<file path="config.mk">
export PLATFORM = sky130hd
export DESIGN_NAME = rx_fifo_reg_flat
export DESIGN_NICKNAME = d
export VERILOG_FILES = /design/src/rtl/rx_fifo_reg_if.sv /design/src/rtl/rx_fifo_reg.sv /design/src/flat_wrapper.sv
export SDC_FILE = /design/constraint.sdc
export NUM_CORES = 1
export LEC_CHECK = 0
export CAP_MARGIN = 0
export CORE_UTILIZATION = 35
export CTS_CLUSTER_DIAMETER = 40
export CTS_CLUSTER_SIZE = 10
export DETAILED_ROUTE_END_ITERATION = 10
export SLEW_MARGIN = 15
export SYNTH_ARGS = -nofsm -noshare
export SYNTH_HDL_FRONTEND = slang
export SYNTH_SLANG_ARGS = --single-unit
export TNS_END_PERCENT = 30
</file>
<file path="constraint.sdc">
create_clock -name clk -period 4.4 [get_ports clk]
set_clock_uncertainty 0.15 [all_clocks]
set_input_delay 1.1 -clock clk [delete_from_list [all_inputs] [get_ports clk]]
set_output_delay 1.1 -clock clk [all_outputs]
set_load 0.05 [all_outputs]
</file>
<file path="src/rtl/rx_fifo_reg_if.sv">
// Bus bundle between the word-side producer and the cipher-side
// block consumer of the receive FIFO.
interface rx_fifo_reg_if;
    logic         clear;
    logic [31:0]  word_in;
    logic         word_valid;
    logic         word_ready;
    logic [127:0] blk_out;
    logic         blk_valid;
    logic         blk_read;
    logic         full;
    logic         empty;
    logic [2:0]   count;
    logic [1:0]   word_side;

    modport master (
        output clear, word_in, word_valid, blk_read,
        input  word_ready, blk_out, blk_valid,
        input  full, empty, count, word_side
    );

    modport slave (
        input  clear, word_in, word_valid, blk_read,
        output word_ready, blk_out, blk_valid,
        output full, empty, count, word_side
    );
endinterface

</file>
<file path="src/rtl/rx_fifo_reg.sv">
// Receive block FIFO: packs 32-bit words, first word most significant,
// into 128-bit blocks and buffers up to six of them for the cipher core.
module rx_fifo_reg (
    input  logic          clk,
    input  logic          n_rst,
    rx_fifo_reg_if.slave  bus
);
    localparam logic [2:0] DEPTH = 3'd6;
    localparam logic [2:0] LAST  = 3'd5;

    // Packed [0:3] keeps slot 0 in the top 32 bits of each entry.
    logic [0:3][31:0] r_arr [6];
    logic [2:0]       r_head;
    logic [2:0]       r_tail;
    logic [1:0]       r_side;
    logic [2:0]       r_count;

    logic       w_ready;
    logic       w_accept;
    logic       w_commit;
    logic       w_pop;
    logic [2:0] w_head_nxt;
    logic [2:0] w_tail_nxt;

    assign w_ready    = (r_count < DEPTH);
    assign w_accept   = bus.word_valid && w_ready;
    assign w_commit   = w_accept && (r_side == 2'd3);
    assign w_pop      = bus.blk_read && (r_count != 3'd0);
    assign w_head_nxt = (r_head == LAST) ? 3'd0 : r_head + 3'd1;
    assign w_tail_nxt = (r_tail == LAST) ? 3'd0 : r_tail + 3'd1;

    always_ff @(posedge clk or negedge n_rst) begin
        if (!n_rst) begin
            r_head  <= 3'd0;
            r_tail  <= 3'd0;
            r_side  <= 2'd0;
            r_count <= 3'd0;
            for (int i = 0; i < 6; i++) begin
                r_arr[i] <= '0;
            end
        end else if (bus.clear) begin
            r_head  <= 3'd0;
            r_tail  <= 3'd0;
            r_side  <= 2'd0;
            r_count <= 3'd0;
        end else begin
            if (w_accept) begin
                r_arr[r_tail][r_side] <= bus.word_in;
                r_side <= r_side + 2'd1;
            end
            if (w_commit) begin
                r_tail <= w_tail_nxt;
            end
            if (w_pop) begin
                r_head <= w_head_nxt;
            end
            if (w_commit && !w_pop) begin
                r_count <= r_count + 3'd1;
            end else if (w_pop && !w_commit) begin
                r_count <= r_count - 3'd1;
            end
        end
    end

    assign bus.word_ready = w_ready;
    assign bus.blk_out    = r_arr[r_head];
    assign bus.blk_valid  = (r_count != 3'd0);
    assign bus.empty      = (r_count == 3'd0);
    assign bus.full       = (r_count == DEPTH);
    assign bus.count      = r_count;
    assign bus.word_side  = r_side;
endmodule

</file>
<file path="src/flat_wrapper.sv">
// flat-port wrapper written by rule: the top's interface ports become plain ports
module rx_fifo_reg_flat 
  (clk, n_rst, bus_clear, bus_word_in, bus_word_valid, bus_blk_read, bus_word_ready, bus_blk_out, bus_blk_valid, bus_full, bus_empty, bus_count, bus_word_side);
  rx_fifo_reg_if bus_i ();
  input  logic clk;
  input  logic n_rst;
  input wire logic [$bits(bus_i.clear)-1:0] bus_clear;
  input wire logic [$bits(bus_i.word_in)-1:0] bus_word_in;
  input wire logic [$bits(bus_i.word_valid)-1:0] bus_word_valid;
  input wire logic [$bits(bus_i.blk_read)-1:0] bus_blk_read;
  output wire logic [$bits(bus_i.word_ready)-1:0] bus_word_ready;
  output wire logic [$bits(bus_i.blk_out)-1:0] bus_blk_out;
  output wire logic [$bits(bus_i.blk_valid)-1:0] bus_blk_valid;
  output wire logic [$bits(bus_i.full)-1:0] bus_full;
  output wire logic [$bits(bus_i.empty)-1:0] bus_empty;
  output wire logic [$bits(bus_i.count)-1:0] bus_count;
  output wire logic [$bits(bus_i.word_side)-1:0] bus_word_side;
  assign bus_i.clear = bus_clear;
  assign bus_i.word_in = bus_word_in;
  assign bus_i.word_valid = bus_word_valid;
  assign bus_i.blk_read = bus_blk_read;
  assign bus_word_ready = bus_i.word_ready;
  assign bus_blk_out = bus_i.blk_out;
  assign bus_blk_valid = bus_i.blk_valid;
  assign bus_full = bus_i.full;
  assign bus_empty = bus_i.empty;
  assign bus_count = bus_i.count;
  assign bus_word_side = bus_i.word_side;
  rx_fifo_reg u_core (.clk(clk), .n_rst(n_rst), .bus(bus_i));
endmodule
</file>
==> flow_metrics.py, run 1 <==
metrics = {
    "sta": {
        "worstMarginPinSlew_ns": 0.8985,
        "max_freq_ghz": 0.2407,
        "tns_ns": 0,
        "period_share_pct": 94.41,
        "timing_hold_violations_final": 0,
        "min_period_ns": 4.154,
        "rsz0062_at_grt": "no",
        "relSlewSlack_pct": 39.91,
        "maxSlewViolCount": 0,
        "holdWs_ns": 0.2114,
        "setup_violations": 0,
    },
    "cells_and_area": {
        "nets": 2545,
        "multi_input_area_sq_mm": 0.01425,
        "antenna_cells": 0,
        "layout-drive-gt1-share_pct": 46.40,
        "utilization_pct": 43.47,
        "fill_cells": 8889,
        "regArea_sq_mm": 0.01951,
        "area_growth_syn_to_layout_pct": 22.84,
    },
    "placed_design": {
        "dp_hpwl_um": 56740,
        "portBuffers": 173,
        "gp_congestion": 0.7471,
    },
    "clock_network": {
        "clk_pin_slew_ns": 0.05,
        "h-tree-depth": 3,
        "cts_buffers": 109,
        "cts.sinks": 779,
        "cts_tree": "yes",
        "clockBufferDepth": 3,
        "ctsHoldBuffers": 0,
        "cts.repair.resized": 0,
        "clock_latency_ns": 0.66,
        "postCtsSetupRepairBufs": 0,
        "root_buffer": "clkbuf_16",
    },
    "setup_path": {
        "cp_cell_sequence": "buf_12 > mux4_2 > inv_1 > o22ai_1 > buf_12",
        "worstPathMaxFanout": 35,
        "cp-start-kind": "register",
        "crit_path_frequent_cell": "buf_12",
        "ff2ff_path_depth": 6,
        "crit_slowest_cell": "dfrtp_4",
        "slowest_delay_ns": 0.71,
        "required_ns": 3.15,
        "critPathArrivalTime_ns": 2.90,
        "end_kind": "output pin",
        "crit_type": "register to output pin",
    },
    "synthesis": {
        "synth_cell_type_count": 39,
        "yosys_register_bits": 779,
        "synth_cells": 2362,
        "synth_top_area_cell": "dfrtp_1",
        "syn-cell-area_sq_mm": 0.03549,
        "ys.flop_type": "dfrtp_1",
        "synth_most_common_cell": "dfrtp_1",
        "seq_area_frac_synth_pct": 54.93,
        "synth_top_area_share_pct": 54.93,
        "synth_commonest_cells": "779 x dfrtp_1, 669 x mux2_2, 133 x inv_1, 130 x mux2i_1",
        "ys.warnings.count": 0,
        "syn-num-nets": 2404,
        "syn_area_per_cell_sq_um": 15.02,
        "synth_edf_count": 0,
        "synth_area_leaders": "dfrtp_1 55%, mux2_2 21%, mux4_2 8.1%",
        "async_flop_share_pct": 100.0,
    },
    "floorplanning": {
        "die_width_um": 320.4,
        "row_count": 116,
        "die_area_sq_mm": 0.1027,
        "core_area_sq_mm": 0.1003,
        "die_h_um": 320.4,
        "start_util_pct": 35.38,
        "io_pins": 174,
    },
    "worst_hold_path": {
        "hp-class": "input pin to asynchronous set/reset pin",
    },
    "routing": {
        "firstDrtPassIters": 7,
        "routed_wl_um": 92930,
        "dr_total_vias": 20705,
        "ant_nets": 0,
        "wire_per_inst_um": 23.58,
        "drc": 0,
        "via_per_inst": 5.254,
        "drt_iter0_markers": 1314,
    },
    "run": {
        "maxCapViolations": 0,
    },
    "global_route": {
        "grt_pass1_vias": 22855,
        "overflow": 0,
        "grt_pass1_wl_um": 143700,
        "grt_max_degree": 137,
        "track_usage_pct": 18.46,
        "grt_antenna_before_repair": 1,
    },
    "power": {
        "p_switching_uw": 7799,
        "powerDensity_mw_per_mm2": 563.2,
        "switching_share_pct": 31.76,
        "ir_worst_vdd_mv": 0.3748,
        "power_frac_comb_pct": 32.6,
        "clockPowerShare_pct": 35.0,
        "leakage_uw": 0.02068,
        "p_int_uw": 16750,
        "p_seq_share_pct": 32.5,
    },
    "run_status": {
        "status": "complete, no violations",
    },
}
-- power by group through the flow --
stage	clock network (uW)	registers (uW)	logic, uW
2_1_floorplan	0	7980	4440
3_3_place_gp	0	8040	8050
3_5_place_dp	0	8090	8100
4_1_cts	8770	7970	8130
5_1_grt	9080	8030	8410
6_report	8580	7970	8000
-- kinds of logic after synthesis --
kind of cell	count (synthesis)	share of synthesized area, %
muxes	1029	36.26
DFF	779	54.93
buffers and inverters	348	4.922
AOI/OAI and AO/OA	135	2.380
and+or+nand+nor	62	1.209
adders and majority gates	5	0.1975
xor gates and xnor gates	4	0.09875
-- flip-flops by register name, indices dropped and copies added (netlist names) --
signal	flops
u_core.bus.count	3
u_core.r_tail	3
u_core.r_head	3
u_core.bus.word_side	2
u_core.r_arr	768
-- area by class of cell --
cell class                      count  share of cell area, %
Inverter                          133                  1.145
Sequential cell                   779                  44.74
Clock inverter                     45                  1.277
Timing Repair Buffer              245                  9.311
Multi-Input combinational cell   1235                  32.70
Clock buffer                      147                  6.932
Tap cell                         1357                  3.895
-- path summary, 6_finish.rpt --
path / slack (ns) / from / to
worst max-delay path: 0.25 / u_core.r_head[0] / bus_blk_out[34]
worst min-delay path: 0.21 / n_rst / u_core.r_arr[83]
max in group asynchronous: 2.49 / n_rst / u_core.r_arr[45]
worst min register to register: 0.33 / u_core.r_arr[691] / u_core.r_arr[691]
min in group clk: 0.33 / u_core.r_arr[691] / u_core.r_arr[691]
worst max register to register: 1.71 / u_core.bus.word_side[0] / u_core.r_arr[233]
-- critical path: cells and delay by family (launching register included) --
family | cells | cell delay, ns
compound gates | 1 | 0.24
buf+inv | 3 | 0.68
mux | 1 | 0.56
flops | 1 | 0.71
-- metal layers --
layer	track usage [%]	wire length, um	vias up
li1	-	-	8855
met1	25.48	42120	11184
met2	28.86	43260	517
met3	3.486	4854	149
met4	6.847	2705	0
met5	0	0	-
-- cell usage in the layout, fill, tap and decap left out, drive strengths merged, types with 2 or more instances in the layout --
cell type / n
dfrtp: 779
mux2: 771
buf: 201
clkbuf: 147
inv: 140
mux2i: 130
mux4: 128
o22ai: 128
clkdlybuf4s50: 44
nand2: 29
clkinv: 24
nor2: 15
bufinv: 11
and4b: 4
a21oi: 4
ha: 4
clkinvlp: 3
or3: 2
xor2: 2
xnor2: 2
a21boi: 2
and2b: 2
and2: 2
-- stage by stage --
| step | cell area [sq um] | instances | power, uW | setup slack [ns] |
|---|---|---|---|---|
| after global routing | 43590 | 3941 | 25510 | 0.09544 |
| after global placement | 40010 | 3749 | 16090 | 0.7996 |
| after detailed placement | 40010 | 3749 | 16190 | 0.7776 |
| after floorplan | 35490 | 2362 | 12420 | 1.153 |
| final | 43590 | 3941 | 24550 | 0.2460 |
| after CTS | 43590 | 3941 | 24860 | 0.1913 |
No activity file was read; power rests on OpenSTA's default activity.
==> run 2, diff against run 1 <==
Settings changed: SLEW_MARGIN 15 to 20.
==> results of run 2 <==
Same layout as run 1: the final DEF is identical, and so are final timing and power.
==> run 3, diff against run 2 <==
Settings changed: ABC_AREA set to 0, SKIP_CTS_REPAIR_TIMING set to 1.
==> results of run 3 <==
Same layout as run 1: the final DEF is identical, and so are final timing and power.
